[config.mk]
export PLATFORM = sky130hd
export DESIGN_NAME = alu_mdu_seq
export DESIGN_NICKNAME = d
export VERILOG_FILES = /design/src/rtl/alu_mdu_seq.sv
export SDC_FILE = /design/constraint.sdc
export NUM_CORES = 1
export LEC_CHECK = 0
export ABC_AREA = 1
export BUFFER_PORTS_ARGS = -buffer_cell sky130_fd_sc_hd__buf_4
export CAP_MARGIN = 5
export CORE_MARGIN = 2
export CORE_UTILIZATION = 40
export CTS_CLUSTER_SIZE = 20
export DETAILED_ROUTE_END_ITERATION = 6
export GPL_TIMING_DRIVEN = 0
export PLACE_DENSITY_LB_ADDON = 0.12
export SLEW_MARGIN = 20
export SYNTH_ARGS = -nofsm -noshare
export SYNTH_HDL_FRONTEND = slang
export SYNTH_SLANG_ARGS = --single-unit
export TNS_END_PERCENT = 5
[constraint.sdc]
create_clock -name clk -period 2.4 [get_ports clk]
set_input_delay 0 -clock clk [delete_from_list [all_inputs] [get_ports clk]]
set_output_delay 0 -clock clk [all_outputs]
set_load 0.02 [all_outputs]
[src/rtl/alu_mdu_seq.sv]
// Registered ALU with iterative multiply/divide unit.
// Single-cycle ops complete on the sampling edge; mult/div run one
// shift-add or restoring-subtract step per edge and finish in FIX.
//
// state | meaning
// IDLE  | ready; start samples ALUOp/A/B
// CALC  | one mult/div step per edge, WIDTH steps total
// FIX   | sign correction, write HI/LO/C, pulse done
module alu_mdu_seq #(
  parameter int WIDTH = 32,
  parameter int SHW   = $clog2(WIDTH)
) (
  input  logic             clk,
  input  logic             rst_n,
  input  logic             start,
  input  logic [3:0]       ALUOp,
  input  logic [WIDTH-1:0] A,
  input  logic [WIDTH-1:0] B,
  output logic [WIDTH-1:0] C,
  output logic [WIDTH-1:0] HI,
  output logic [WIDTH-1:0] LO,
  output logic             busy,
  output logic             done
);

  typedef enum logic [1:0] {IDLE, CALC, FIX} state_t;

  state_t           state_q, state_d;
  logic [SHW-1:0]   cnt;
  logic [WIDTH-1:0] wk_hi, wk_lo, opd_b, a_raw;
  logic             is_div, neg_q, neg_r, dz;

  logic             is_long, op_signed, sa, sb;
  logic [WIDTH-1:0] mag_a, mag_b, alu_res;
  logic [SHW-1:0]   shamt;
  logic [WIDTH:0]   add_sum, rem_sh, diff;
  logic [2*WIDTH-1:0] prod, prod_fix;
  logic [WIDTH-1:0] fix_hi, fix_lo;

  // Operands of signed mult/div are reduced to magnitudes; signs kept aside
  assign is_long   = (ALUOp[3:2] == 2'b10);
  assign op_signed = ~ALUOp[0];
  assign sa        = op_signed & A[WIDTH-1];
  assign sb        = op_signed & B[WIDTH-1];
  assign mag_a     = sa ? -A : A;
  assign mag_b     = sb ? -B : B;
  assign shamt     = B[SHW-1:0];
  assign busy      = (state_q != IDLE);

  // Single-cycle result; reserved codes fall through to add
  always_comb begin
    alu_res = A + B;
    case (ALUOp)
      4'd1:    alu_res = A - B;
      4'd2:    alu_res = A & B;
      4'd3:    alu_res = A | B;
      4'd4:    alu_res = A >> shamt;
      4'd5:    alu_res = $unsigned($signed(A) >>> shamt);
      4'd6:    alu_res = A << shamt;
      4'd7:    alu_res = {{(WIDTH-1){1'b0}}, ($signed(A) < $signed(B))};
      default: alu_res = A + B;
    endcase
  end

  // Iteration datapath and final sign correction
  always_comb begin
    add_sum  = {1'b0, wk_hi} + (wk_lo[0] ? {1'b0, opd_b} : '0);
    rem_sh   = {wk_hi, wk_lo[WIDTH-1]};
    diff     = rem_sh - {1'b0, opd_b};
    prod     = {wk_hi, wk_lo};
    prod_fix = neg_q ? -prod : prod;
    fix_hi   = prod_fix[2*WIDTH-1:WIDTH];
    fix_lo   = prod_fix[WIDTH-1:0];
    if (is_div) begin
      if (dz) begin
        fix_hi = a_raw;
        fix_lo = '1;
      end else begin
        fix_hi = neg_r ? -wk_hi : wk_hi;
        fix_lo = neg_q ? -wk_lo : wk_lo;
      end
    end
  end

  // State register
  always_ff @(posedge clk or negedge rst_n) begin
    if (!rst_n) state_q <= IDLE;
    else        state_q <= state_d;
  end

  // Next-state logic
  always_comb begin
    state_d = state_q;
    case (state_q)
      IDLE:    if (start && is_long) state_d = CALC;
      CALC:    if (cnt == SHW'(WIDTH-1)) state_d = FIX;
      FIX:     state_d = IDLE;
      default: state_d = IDLE;
    endcase
  end

  // Operand capture, iteration steps and result registers
  always_ff @(posedge clk or negedge rst_n) begin
    if (!rst_n) begin
      C      <= '0;
      HI     <= '0;
      LO     <= '0;
      done   <= 1'b0;
      cnt    <= '0;
      wk_hi  <= '0;
      wk_lo  <= '0;
      opd_b  <= '0;
      a_raw  <= '0;
      is_div <= 1'b0;
      neg_q  <= 1'b0;
      neg_r  <= 1'b0;
      dz     <= 1'b0;
    end else begin
      done <= 1'b0;
      case (state_q)
        IDLE: begin
          if (start) begin
            if (is_long) begin
              cnt    <= '0;
              wk_hi  <= '0;
              wk_lo  <= mag_a;
              opd_b  <= mag_b;
              a_raw  <= A;
              is_div <= ALUOp[1];
              neg_q  <= sa ^ sb;
              neg_r  <= sa;
              dz     <= (B == '0);
            end else begin
              C    <= alu_res;
              done <= 1'b1;
            end
          end
        end
        CALC: begin
          cnt <= cnt + 1'b1;
          if (is_div) begin
            wk_hi <= diff[WIDTH] ? rem_sh[WIDTH-1:0] : diff[WIDTH-1:0];
            wk_lo <= {wk_lo[WIDTH-2:0], ~diff[WIDTH]};
          end else begin
            wk_hi <= add_sum[WIDTH:1];
            wk_lo <= {add_sum[0], wk_lo[WIDTH-1:1]};
          end
        end
        FIX: begin
          HI   <= fix_hi;
          LO   <= fix_lo;
          C    <= fix_lo;
          done <= 1'b1;
          cnt  <= '0;
        end
        default: ;
      endcase
    end
  end

endmodule
Yosys cells after proc, flatten, opt, wreduce, memory -nomap -nowiden
Cells that the tools add are included.
{ "totals": {"out_inout_bits": 98, "register_bits": 236, "in_bits": 71} }
{ "op_classes": {"reduce_logical": 12, "n_addsub": 10, "shifts": 3, "magnitude_cmp": 1, "n_bitwise": 7, "eq_ne": 16, "mux": 32} }
{ "ops": {"columns": ["cell", "count"], "rows": [
  ["$mux 32", 18],
  ["$pmux 32 s7", 1],
  ["$pmux 32 s2", 3],
  ["$neg 32->32", 4],
  ["$mux 64", 1],
  ["$neg 64->64", 1],
  ["$add 32x32->33", 1],
  ["$sub 33x32->33", 1],
  ["$add 32x32->32", 1],
  ["$and 32x32->32", 1],
  ["$logic_not 32->1", 1],
  ["$lt 32x32->1", 1],
  ["$or 32x32->32", 1],
  ["$shl 32x5->32", 1],
  ["$shr 32x5->32", 1],
  ["$sshr 32x5->32", 1],
  ["$sub 32x32->32", 1],
  ["$eq 4x3->1 const B", 4],
  ["$pmux 5 s3", 1],
  ["$reduce_and 3->1", 4],
  ["$mux 5", 2],
  ["$ne 2x2->1 const B", 5],
  ["$eq 4x2->1 const B", 2],
  ["$reduce_bool 2->1", 3],
  ["16 further kinds", 21]
]} }

Logic depth before layout (Yosys ltp)
{ "depth": {"ltp_word": 6, "depth_mapped": 22} }

Worst setup path after synthesis
OpenSTA, ideal clock, no wires.
{ "synth_timing": {"kind": "register to register", "from": "register wk_lo[0]", "to": "register wk_hi[17]", "period_less_slack_ns": 2.673, "t_required_ns": 2.283, "setup_ns": 0.117, "stages_incl_launch_ff": 20, "slack_ns": -0.273, "arrival_ns": 2.556, "path_cell_list": "dfrtp_1 buf_6 clkbuf_1 nand2_1 inv_1 ha_1 inv_1 fa_1 inv_1 nand2_1 o21ai_1 a21boi_0 o21ai_1 nand2_1 nand3_1 nand3_1 nand2_1 inv_1 nand3_1 nand2_1"} }
{ "synth_via": {"elab_chain_cells": 4} }
{ "synth_lines": {"columns": ["item", "line_no", "text"], "rows": [
  ["start, declared", "30", "logic [WIDTH-1:0] wk_hi, wk_lo, opd_b, a_raw;"],
  ["start signal, assigned", "126", "wk_lo <= mag_a;"],
  ["start signal, assigned", "143", "wk_lo <= {wk_lo[WIDTH-2:0], ~diff[WIDTH]};"],
  ["start signal, assigned", "146", "wk_lo <= {add_sum[0], wk_lo[WIDTH-1:1]};"],
  ["$mux 32", "67", "add_sum = {1'b0, wk_hi} + (wk_lo[0] ? {1'b0, opd_b} : '0);"],
  ["$add 32x32->33", "67", null],
  ["$mux 32", "141", "if (is_div) begin"],
  ["$pmux 32 s2", "120", "case (state_q)"],
  ["end signal, assigned", "142", "wk_hi <= diff[WIDTH] ? rem_sh[WIDTH-1:0] : diff[WIDTH-1:0];"],
  ["end signal, assigned", "145", "wk_hi <= add_sum[WIDTH:1];"],
  ["end, declared", "30", null]
]} }
No other way between the ends.
A chain may end at the register's enable or synchronous reset.

Worst setup path in the final report
{ "layout_timing": {"from": "register wk_lo[0]", "to": "register wk_hi[13]"} }
Same word-level chain as after synthesis.

==> flow_summary.ini <==
[setup_path]
r2r_cells = 16
path_cells = buf_6 > clkbuf_16 > nand2_4 > inv_4 > ha_4 > inv_2 > fa_2 > inv_2 > nand2_4 > o21ai_4 > a21boi_4 > o21ai_4 > xor2_1 > o21ai_0 > nand3b_1 > nand2_1
crit_type = flip-flop to flip-flop
critPathRequiredTime_ns = 2.91
cp.arrival_ns = 3.26
crit_path_end_kind = flip-flop
worstSetupStartpointType = flip-flop
max_stage_delay_ns = 0.35
cp_slowest_cell = fa_2
worst-path-max-fanout = 6

[final_layout]
layout.nets = 5617
final_common_cell = nand2_1
utilization_pct = 48.49
syn_to_final_growth_pct = 19.55
layout_common_cells = 1494 x nand2_1, 589 x inv_1, 552 x nand3_1, 498 x nor2_1, 322 x a21oi_1
drive_gt1_share_pct = 12.36

[detailed_routing]
via_per_inst = 5.980
drtIter0Drc = 5217
drt-pass1-iter-count = 6
drc = 0
drt_wl_total_um = 174500
vias = 37980
detail-route-antenna-nets = 0
wire_per_inst_um = 27.48

[clock_network]
cts_made_buffers = 30
cts_tree = yes
cts_buffer_depth = 3
clkTransAtPathRegs_ns = 0.07
clkSinkCount = 236
clockRootBuffer = clkbuf_16
clk_latency_ns = 0.63
cts_max_level = 1

[synth]
ys_dominant_reg_cell = dfrtp_1
syn_inst = 5075
synthArstFlopShare_pct = 100.0
avgSynthCellArea_um2 = 5.743
ys_types = 58
yosysSeqAreaShare_pct = 20.26
synth.cell_area_mm2 = 0.02915
ys_warn_count = 0
synth-seq-cells = 236
synth_nets = 5320
synth_edf_count = 0

[outcome]
run_status = complete, but fails checks
violations = negative setup slack

[floorplanning]
initial_utilization_pct = 40.56
pin_count = 169
core_area_mm2 = 0.07185
die_area_mm2 = 0.07504
die_h_um = 273.9
num_rows = 98
die_width_um = 273.9

[min_path]
hp-class = primary input to flip-flop
holdPathStages = 5

[pwr]
clkPwrFrac_pct = 11.0
power_switching_w = 0.02610
ir_drop_v = 0.001020
internal_power_w = 0.01827
seq_power_share_pct = 19.2
power_w = 0.04436
pwr-share-comb_pct = 69.8
leakagePower_nw = 17.54
switching_share_pct = 58.83
powerDensity_mw_per_mm2 = 1273

[timing]
final.period_utilization_pct = 114.5
rsz0062_at_grt = yes
finalHoldViolations = 0
max_freq_mhz = 363.8
finalCriticalPeriod_ns = 2.749
setup_violations = 68
slew_headroom_pct = 22.52
finClkSkew_ns = 0.06718
setup_slack_ns = -0.3488
worst_pin_slew_ns = 1.162
slew_viol_final = 0

[grt]
grt_pass1_vias = 35210
grt_pass1_wl_um = 245900
antenna_found_initial = 9
grt_usage_pct = 45.33
grt.overflow.total = 0
grt_max_degree = 93

[place]
place_congestion = 1.078
dp_hpwl_um = 139500
place_ws_ns = -1.731
portBuffers = 167

[flow_run]
drv_cap = 0
state kept, by name, summed over array words and instances, names as in the netlist:
name     cells
neg_q        1
opd_b       32
wk_lo       32
wk_hi       32
done         1
LO          32
HI          32
C           32
a_raw       32
state_q      2
dz           1
cnt          5
neg_r        1
is_div       1
final cells by class:
type	count	area, um^2
Fill cell	7933	37010
Sequential cell	236	5942
Clock buffer	39	844.6
Inverter	619	2354
Clock inverter	17	207.7
Buffer	205	997.2
Tap cell	950	1189
Multi-Input combinational cell	4010	21040
Timing Repair Buffer	270	2262
Antenna cell	5	12.51
per-stage QoR:
stage | hold WS [ns] | cells | area (um^2) | setup TNS, ns
after detailed placement | -0.001042 | 6194 | 31680 | -124.43
after global placement | 0.2849 | 6192 | 31610 | -271.50
after CTS | 0.001477 | 6335 | 34240 | -9.976
after floorplan | -0.2956 | 5075 | 29170 | -0.01253
after global routing | 0.01883 | 6348 | 34840 | -19.06
final | 0.003451 | 6351 | 34840 | -11.97
critical path, delay by kind of cell (launching register included):
kind,cells,cell delay [ns]
fa+ha+maj,2,0.48
simple gates,4,0.35
xor+xnor,1,0.32
buf+inv,5,0.50
compound gates,4,0.66
flops,1,0.34
synthesized netlist by cell type, types with 16 or more instances:
cell type | instances | area (um^2)
a21o_1 | 16 | 120.1
a21oi_1 | 363 | 1817
a31oi_1 | 49 | 306.5
buf_1 | 23 | 86.33
buf_2 | 53 | 265.3
clkbuf_1 | 119 | 446.7
dfrtp_1 | 236 | 5906
ha_1 | 170 | 2127
inv_1 | 601 | 2256
nand2_1 | 1543 | 5792
nand3_1 | 567 | 2838
nand3b_1 | 25 | 187.7
nand4_1 | 65 | 406.6
nor2_1 | 529 | 1986
nor3_1 | 43 | 215.2
o211ai_1 | 26 | 195.2
o21ai_0 | 323 | 1617
o21ai_1 | 20 | 100.1
xnor2_1 | 17 | 148.9
xor2_1 | 77 | 674.4
kinds of logic (layout without fill, tap and decap cells):
family,count (synthesis),in the layout,share of synthesized area [%]
adder cells (fa/ha/maj),174,174,7.573
AND/OR/NAND/NOR,2856,2856,41.54
buffers and inverters,829,1150,11.16
flip-flops,236,236,20.26
AO/OA/AOI/OAI,886,886,16.64
XOR/XNOR,94,94,2.825
other,0,5,0
power groups by stage:
stage | Clock (W) | Sequential [W] | Combinational, W
after floorplan | 0 | 0.00818 | 0.0166
after global placement | 0 | 0.00831 | 0.0275
after detailed placement | 0 | 0.00832 | 0.0275
after CTS | 0.00487 | 0.00835 | 0.0291
after global routing | 0.00506 | 0.00858 | 0.0331
final | 0.00486 | 0.00852 | 0.0310
metal layers:
| layer | up-vias | share of wire (%) | GRT usage, % | routed length (um) |
|---|---|---|---|---|
| li1 | 17140 | - | - | - |
| met1 | 17850 | 39 | 58.15 | 68010 |
| met2 | 2423 | 42 | 68.81 | 72850 |
| met3 | 561 | 11 | 8.232 | 18430 |
| met4 | 8 | 8.7 | 31.66 | 15170 |
| met5 | - | 0.033 | 0 | 58 |
worst paths after layout:
check / endpoint / slack (ns) / startpoint
max in group asynchronous: opd_b[27] / 0.95 / rst_n
min in group asynchronous: wk_hi[29] / 0.49 / rst_n
worst max-delay path: wk_hi[13] / -0.35 / wk_lo[0]
worst max register to register: wk_hi[13] / -0.35 / wk_lo[0]
worst min register to register: LO[18] / 0.48 / LO[18]
worst min-delay path: done / 0.003 / ALUOp[3]
repair_timing:
action / 4_1_cts / 5_1_grt
resized for setup: 220 / 152
hold buffers: 64 / 1
setup buffers: 22 / 9
setup endpoints to repair: 195 / 184
cloned: 4 / 0
hold endpoints to repair: 308 / 1
pin swaps: 36 / 28
(Power assumes the default switching activity.)
